### src/rtl/sprite_plotter.sv
// Rasterises one 4x4 sprite per accepted request into per-pixel VGA writes, then pulses done.
// Latency: pixel 0 appears in the cycle right after the accept edge; 16 pixel slots, then 1 done cycle (18 cycles accept-to-accept).
// Backpressure: req_ready is high only in IDLE; a held request waits there and is taken on the first IDLE edge.
module sprite_plotter #(
    parameter int         X_MAX        = 159,
    parameter int         Y_MAX        = 119,
    parameter logic [2:0] ERASE_COLOUR = 3'b000
) (
    input  logic       clk,
    input  logic       reset,
    input  logic       req_valid,
    output logic       req_ready,
    input  logic [7:0] req_x,
    input  logic [6:0] req_y,
    input  logic [2:0] req_colour,
    input  logic [1:0] req_shape,
    input  logic       req_erase,
    output logic [7:0] vga_x,
    output logic [6:0] vga_y,
    output logic [2:0] vga_colour,
    output logic       vga_plot,
    output logic       done
);

    localparam logic [8:0] X_LIM = 9'(X_MAX);
    localparam logic [7:0] Y_LIM = 8'(Y_MAX);

    typedef enum logic [1:0] {
        IDLE = 2'd0,
        DRAW = 2'd1,
        DONE = 2'd2
    } state_t;

    state_t     state;
    state_t     state_nxt;
    logic [3:0] cnt;

    // Request fields captured at the accept edge; later input changes are ignored.
    logic [7:0] x0;
    logic [6:0] y0;
    logic [2:0] col0;
    logic [1:0] shape0;
    logic       erase0;

    logic       accept;
    logic       last_slot;

    // Source of the next pixel to present: live request on accept, latched fields while drawing.
    logic [7:0] src_x;
    logic [6:0] src_y;
    logic [2:0] src_col;
    logic [1:0] src_shape;
    logic       src_erase;
    logic [3:0] src_k;
    logic [1:0] src_r;
    logic [1:0] src_c;
    logic [1:0] col_idx;
    logic [3:0] mask_bits;
    logic [8:0] px;
    logic [7:0] py;
    logic       pix_plot;
    logic [2:0] pix_colour;

    // Row masks; bit 3 is the leftmost column.
    function automatic logic [3:0] mask_row(input logic [1:0] shape, input logic [1:0] r);
        logic [3:0] m;
        m = 4'h0;
        case (shape)
            2'd0: m = 4'hF;
            2'd1: case (r)
                      2'd0:    m = 4'h6;
                      2'd1:    m = 4'h6;
                      2'd2:    m = 4'hF;
                      default: m = 4'h9;
                  endcase
            2'd2: case (r)
                      2'd0:    m = 4'h6;
                      2'd1:    m = 4'hF;
                      2'd2:    m = 4'h9;
                      default: m = 4'h6;
                  endcase
            default: m = (r == 2'd3) ? 4'h0 : 4'h4;
        endcase
        return m;
    endfunction

    assign req_ready = (state == IDLE) && !reset;
    assign accept    = req_valid && req_ready;
    assign last_slot = (cnt == 4'd15);

    // Select the pixel source and evaluate mask, clipping and colour for it.
    always_comb begin
        src_x     = x0;
        src_y     = y0;
        src_col   = col0;
        src_shape = shape0;
        src_erase = erase0;
        src_k     = cnt + 4'd1;
        if (state == IDLE) begin
            src_x     = req_x;
            src_y     = req_y;
            src_col   = req_colour;
            src_shape = req_shape;
            src_erase = req_erase;
            src_k     = 4'd0;
        end
        src_r      = src_k[3:2];
        src_c      = src_k[1:0];
        col_idx    = 2'd3 - src_c;
        mask_bits  = mask_row(src_shape, src_r);
        // Widened sums so a sprite near the right/bottom edge clips instead of wrapping.
        px         = {1'b0, src_x} + {7'b0, src_c};
        py         = {1'b0, src_y} + {6'b0, src_r};
        pix_plot   = (src_erase || mask_bits[col_idx]) && (px <= X_LIM) && (py <= Y_LIM);
        pix_colour = src_erase ? ERASE_COLOUR : src_col;
    end

    // State register.
    always_ff @(posedge clk) begin
        if (reset) begin
            state <= IDLE;
        end else begin
            state <= state_nxt;
        end
    end

    // Next-state logic.
    always_comb begin
        state_nxt = state;
        case (state)
            IDLE:    if (accept) state_nxt = DRAW;
            DRAW:    if (last_slot) state_nxt = DONE;
            DONE:    state_nxt = IDLE;
            default: state_nxt = IDLE;
        endcase
    end

    // Slot counter, request capture and registered pixel outputs.
    always_ff @(posedge clk) begin
        if (reset) begin
            cnt        <= 4'd0;
            x0         <= 8'd0;
            y0         <= 7'd0;
            col0       <= 3'd0;
            shape0     <= 2'd0;
            erase0     <= 1'b0;
            vga_x      <= 8'd0;
            vga_y      <= 7'd0;
            vga_colour <= 3'd0;
            vga_plot   <= 1'b0;
            done       <= 1'b0;
        end else begin
            case (state)
                IDLE: begin
                    done     <= 1'b0;
                    vga_plot <= 1'b0;
                    if (accept) begin
                        x0         <= req_x;
                        y0         <= req_y;
                        col0       <= req_colour;
                        shape0     <= req_shape;
                        erase0     <= req_erase;
                        cnt        <= 4'd0;
                        vga_x      <= px[7:0];
                        vga_y      <= py[6:0];
                        vga_colour <= pix_colour;
                        vga_plot   <= pix_plot;
                    end
                end
                DRAW: begin
                    if (last_slot) begin
                        vga_plot <= 1'b0;
                        done     <= 1'b1;
                    end else begin
                        cnt        <= cnt + 4'd1;
                        vga_x      <= px[7:0];
                        vga_y      <= py[6:0];
                        vga_colour <= pix_colour;
                        vga_plot   <= pix_plot;
                    end
                end
                default: begin
                    done     <= 1'b0;
                    vga_plot <= 1'b0;
                end
            endcase
        end
    end

endmodule

### config.mk
export PLATFORM = sky130hd
export DESIGN_NAME = sprite_plotter
export DESIGN_NICKNAME = d
export VERILOG_FILES = /design/src/rtl/sprite_plotter.sv
export SDC_FILE = /design/constraint.sdc
export NUM_CORES = 1
export LEC_CHECK = 0
export CAP_MARGIN = 40
export CORE_MARGIN = 10
export CORE_UTILIZATION = 50
export CTS_BUF_LIST = sky130_fd_sc_hd__clkbuf_8
export CTS_CLUSTER_DIAMETER = 50
export DETAILED_ROUTE_END_ITERATION = 12
export MAX_ROUTING_LAYER = met4
export PLACE_DENSITY = 0.77
export SYNTH_ARGS = -nofsm -noshare
export SYNTH_HDL_FRONTEND = slang
export SYNTH_SLANG_ARGS = --single-unit
### constraint.sdc
create_clock -name clk -period 2.7 [get_ports clk]
set_input_delay 0.27 -clock clk [delete_from_list [all_inputs] [get_ports clk]]
set_output_delay 0.27 -clock clk [all_outputs]
set_load 0.05 [all_outputs]
==> results_dict.tcl, run 1 <==
set metrics [dict create \
    synth_top_area_share_pct 35.3 \
    ys_seq_area_share_pct 35.3 \
    ios 45 \
    worstSkewPairLatency_ns 0.30 \
    maxSlewViolCount 0 \
    cts_root_buf "clkbuf_8" \
    die_h_um 93.0 \
    syn_area_per_cell_um2 8.17 \
    ir_drop_uv 244 \
    path_clk_slew_ns 0.09 \
    rr_endpoint "vga_plot" \
    post-synth-top-area-cell "dfxtp_1" \
    dp_cells 437 \
    max_cap_viol_count 0 \
    die_x_um 93.0 \
    fin_worst_skew_ns 0.00799 \
    viasPerCell 5.42 \
    antenna_cells 0 \
    yosysWarnings 0 \
    synthArstFlopShare_pct 0 \
    h-tree-depth 2 \
    hpwl_um 4980 \
    final.period_utilization_pct 99.8 \
    grt_max_degree 41 \
    worstPathArrival_ns 2.88 \
    syn_to_final_growth_pct 30.4 \
    endpoint_kind "flop" \
    synthesis.nets 359 \
    vias 2443 \
    initial_core_util_pct 51.8 \
    finalNetCount 413 \
    dr.first_iter.drc_count 205 \
    max_freq_ghz 0.371 \
    max_slew.worst_pin.slew_ns 0.510 \
    synth_edf_count 0 \
    synth.cell_area_mm2 0.00266 \
    gp_congestion 0.940 \
    cts_tree "yes" \
    grt-ovfl-total 0 \
    start_kind "flop" \
    min_path_cells 2 \
    utilization_pct 67.5 \
    hold_path.class "reg -> reg" \
    slew_headroom_pct 65.9 \
    ys_dominant_reg_cell "dfxtp_1" \
    setup_viol 0 \
    grt_util_all_layers_pct 16.2 \
    nFillCells 455 \
    drt_wl_total_um 7100 \
    hold_start "vga_x[6]" \
    final_cells 451 \
    drc_errors 0 \
    clock-sinks 47 \
    yosysUniqueCellTypes 55 \
    path_class "reg -> reg" \
    synthTopCellsByArea "dfxtp_1, nand2_1, nand2b_1, o21ai_0, a21oi_1" \
    worstPathRequired_ns 2.88 \
    hold-path-endpoint "vga_x[6]" \
    clock_path_buffers 2 \
    holdBufCountCts 0 \
    numCtsBuffers 5 \
    grt_setup_unrepaired "true" \
    synth-seq-cells 47 \
    yosysMostFrequentCell "nand2_1" \
    antenna_found_initial 0 \
    layout-drive-gt1-share_pct 16.5 \
    dieArea_mm2 0.00864 \
    fp-row-count 26 \
    p_leak_nw 1.31 \
    synthTopCellsByCount "nand2_1, dfxtp_1, o21ai_0, nand2b_1, a21oi_1" \
    dr.pass1.iters 4 \
    grt_pass1_wl_um 11300 \
    hold_violations 0 \
    grt_pass1_vias 2288 \
    synthCells 326 \
    crit-reg2reg-launch "cnt[0]" \
    r2r_cells 12 \
    coreArea_mm2 0.00514 \
    cp_max_fo 5 \
    rrSetupSlack_ns 0.006 \
    ant_nets 0 \
    portBuffers 44 \
    regArea_um2 947 \
    finalCriticalPeriod_ns 2.69 \
    p_per_area_mw_per_mm2 498 \
    status "finished, final reports clean" \
    multi_input_area_mm2 0.00170 \
    wl_per_cell_um 15.7 \
]
==> per-layer routing <==
metal | track usage [%] | wire length, um | vias to the layer above
li1 | - | - | 1232
met1 | 20.9 | 3270 | 1125
met2 | 25.0 | 3310 | 82
met3 | 3.76 | 459 | 4
met4 | 4.11 | 57 | 0
met5 | - | 0 | -
==> cell families (layout without fill, tap and decap cells) <==
logic type | after synthesis | count (layout) | share of synthesized area (%)
and+or+nand+nor | 149 | 149 | 27.7
AOI/OAI and AO/OA | 76 | 76 | 19.4
DFF | 47 | 47 | 35.3
buffers and inverters | 22 | 77 | 4.09
xor gates and xnor gates | 13 | 13 | 4.28
muxes | 10 | 10 | 4.42
adders and majority gates | 9 | 9 | 4.79
==> metrics by stage <==
step,area [um2],worst slack (ns),power (mW),hold WS (ns),setup TNS [ns]
2_1_floorplan,2690,0.00733,1.06,0.343,0
3_3_place_gp,3240,0.0890,1.21,0.440,0
3_5_place_dp,3240,0.0103,1.21,0.444,0
4_1_cts,3360,0.00212,1.72,0.457,0
5_1_grt,3470,-0.0862,1.81,0.493,-0.0862
6_report,3470,0.00566,1.73,0.455,0
==> cells in the final DEF, fill, tap and decap left out, types with 3 or more instances in the layout <==
cell type and count:
o21ai_0 25, nand3_2 5, clkbuf_8 5, ha_1 5, mux2i_1 7, nand2b_1 22
nand3b_1 6, a21oi_1 20, nand3_1 5, a311oi_1 4, clkdlybuf4s50_1 43, a21oi_2 3
xor2_1 4, nand2_1 71, a211oi_1 3, o211ai_1 3, buf_4 21, dfxtp_1 44
nor2_1 18, xnor2_1 6, nor3_1 3
==> where the power goes <==
| part | switching [mW] | internal, mW |
|---|---|---|
| clock | 0.243 | 0.276 |
| combinational | 0.257 | 0.179 |
| sequential | 0.0348 | 0.740 |
| total | 0.534 | 1.19 |
==> worst max-delay path, cell delays in order (launching register included) <==
cell and delay [ns]:
dfxtp_4 0.38, ha_4 0.17, xor2_2 0.16, nand2_1 0.11, inv_2 0.06, ha_4 0.16, fa_2 0.41, nand3_2 0.10
o22ai_2 0.09, xor2_1 0.19, or4_1 0.53, o211ai_1 0.16, a2111oi_4 0.06
==> flip-flops by register name, summed over array words and instances (netlist names) <==
register / flops
cnt: 4
col0: 3
done: 1
erase0: 1
shape0: 2
state: 2
vga_colour: 3
vga_plot: 1
vga_x: 8
vga_y: 7
x0: 8
y0: 7
==> how the worst max path moves through the flow <==
| stage | startpoint | endpoint | slack (ns) | cells past startpoint |
|---|---|---|---|---|
| after floorplan | state[1] | vga_plot | 0.007 | 14 |
| after global placement | cnt[0] | vga_plot | 0.09 | 12 |
| after detailed placement | cnt[0] | vga_plot | 0.01 | 12 |
| after CTS | cnt[2] | vga_plot | 0.002 | 10 |
| after global routing | cnt[0] | vga_plot | -0.09 | 12 |
| final | cnt[0] | vga_plot | 0.006 | 12 |
==> timing repair <==
action                                  in CTS  in global routing
endpoints found under the setup margin       1                  1
resized for setup                            3                 14
pin swaps                                    1                  8
setup buffers                                0                  6
hold endpoints to repair                     0                  0
==> area by class of cell <==
class | count | share of cell area (%)
Clock buffer | 5 | 1.98
Tap cell | 70 | 2.52
Inverter | 4 | 0.433
Timing Repair Buffer | 65 | 17.5
Clock inverter | 3 | 1.26
Sequential cell | 47 | 27.3
Multi-Input combinational cell | 257 | 49.0
Power figures use the tool's default switching activity.
==> run 2, diff against run 1 <==
CORE_ASPECT_RATIO = 1.2   (was not set)
==> results_dict.tcl, run 2 (synthesis results as in run 1) <==
set metrics [dict create \
    drc_errors 0 \
    layout_common_cells "nand2_1, dfxtp_1, clkdlybuf4s50_1, o21ai_0, nand2b_1" \
    h-tree-depth 2 \
    gp_congestion 0.902 \
    reg_top3 "vga_x (8), x0 (8)" \
    hpwl_um 5060 \
    path_class "reg -> reg" \
    fin_worst_skew_ns 0.00622 \
    post-place-ws_ns 0.0205 \
    holdBufCountCts 0 \
    die_x_um 86.6 \
    clock-sinks 47 \
    endpoint_kind "flop" \
    layout_setup_ws_ns 0.107 \
    status "finished, final reports clean" \
    dr.first_iter.drc_count 217 \
    max_slew.worst_pin.slew_ns 0.510 \
    portBuffers 44 \
    grt_pass1_wl_um 11300 \
    worstPathRequired_ns 2.89 \
    ir_drop_uv 264 \
    p_leak_nw 1.29 \
    fp-row-count 29 \
    layout_commonest_cell "nand2_1" \
    ios 45 \
    antenna_found_initial 0 \
    hold_path.class "reg -> reg" \
    grt_pass1_vias 2359 \
    p_per_area_mw_per_mm2 489 \
    antenna_cells 0 \
    cp_max_fo 5 \
    total_power_mw 1.67 \
    viasPerCell 5.48 \
    cts_root_buf "clkbuf_8" \
    final.period_utilization_pct 96.0 \
    grt-ovfl-total 0 \
    vias 2407 \
    finalCriticalPeriod_ns 2.59 \
    grt_max_degree 43 \
    cts_tree "yes" \
    max_freq_ghz 0.386 \
    clock_path_buffers 2 \
    slew_headroom_pct 65.9 \
    max_cap_viol_count 0 \
    setup_tns_ns 0 \
    drt_wl_total_um 6800 \
    rrSetupSlack_ns 0.11 \
    ant_nets 0 \
    dieArea_mm2 0.00866 \
    worstPathArrival_ns 2.78 \
    syn_to_final_growth_pct 28.7 \
    dr.pass1.iters 4 \
    maxSlewViolCount 0 \
    initial_core_util_pct 51.0 \
    setup_viol 0 \
    layout-drive-gt1-share_pct 15.6 \
    grt_util_all_layers_pct 15.9 \
    coreArea_mm2 0.00523 \
    die_h_um 99.9 \
    hold_violations 0 \
    start_kind "flop" \
    path_clk_slew_ns 0.09 \
    finalNetCount 409 \
    utilization_pct 65.6 \
    numCtsBuffers 5 \
    worstSkewPairLatency_ns 0.30 \
    wl_per_cell_um 15.5 \
]
## run 2: routing by layer
metal | vias up | track usage, % | routed length [um]
li1 | 1224 | - | -
met3 | 8 | 4.21 | 324
met2 | 56 | 25.0 | 3250
met4 | 0 | 4.62 | 103
met5 | - | - | 0
met1 | 1119 | 19.6 | 3120
## run 2: report_power, final
group          internal, mW  leakage (nW)  total [mW]  switching (mW)
Clock                 0.230        0.0557       0.467           0.237
Combinational         0.180         0.843       0.434           0.254
Sequential            0.740         0.388       0.774          0.0338
## run 2: what timing repair did
| item | 4_1_cts | 5_1_grt |
|---|---|---|
| endpoints found under the hold margin | 0 | 0 |
| gates resized for setup | 0 | 20 |
| setup endpoints to repair | 1 | 1 |
| pin swaps | 1 | 9 |
| buffers inserted | 0 | 1 |
## run 2: worst paths after layout
kind         cells past startpoint  endpoint  startpoint
max                             12  vga_plot      cnt[0]
min                              2  vga_x[5]    vga_x[5]
max reg2reg                     12  vga_plot      cnt[0]
min reg2reg                      2  vga_x[5]    vga_x[5]
## run 2: layout make-up
| class | count | area, um2 |
|---|---|---|
| Clock buffer | 7 | 96.3 |
| Clock inverter | 1 | 3.75 |
| Fill cell | 458 | 1800 |
| Inverter | 4 | 15.0 |
| Multi-Input combinational cell | 257 | 1710 |
| Sequential cell | 47 | 948 |
| Tap cell | 62 | 77.6 |
| Timing Repair Buffer | 61 | 578 |
## run 2: worst max-delay path, stage by stage, from the launching register on
cell	delay, ns
dfxtp_4	0.37
ha_4	0.17
xor2_2	0.15
nand2_1	0.10
inv_2	0.06
ha_4	0.16
fa_2	0.43
nand3_4	0.10
xnor2_2	0.12
mux2i_1	0.11
or4_1	0.50
o211ai_1	0.15
a2111oi_4	0.05
## run 2: through the flow
| step | hold WS [ns] | cell area [um2] | cells |
|---|---|---|---|
| finish | 0.453 | 3430 | 439 |
| global route | 0.469 | 3430 | 439 |
| CTS | 0.457 | 3330 | 438 |
| detailed placement | 0.445 | 3230 | 430 |
| global placement | 0.440 | 3230 | 430 |
| floorplan | 0.343 | 2690 | 326 |
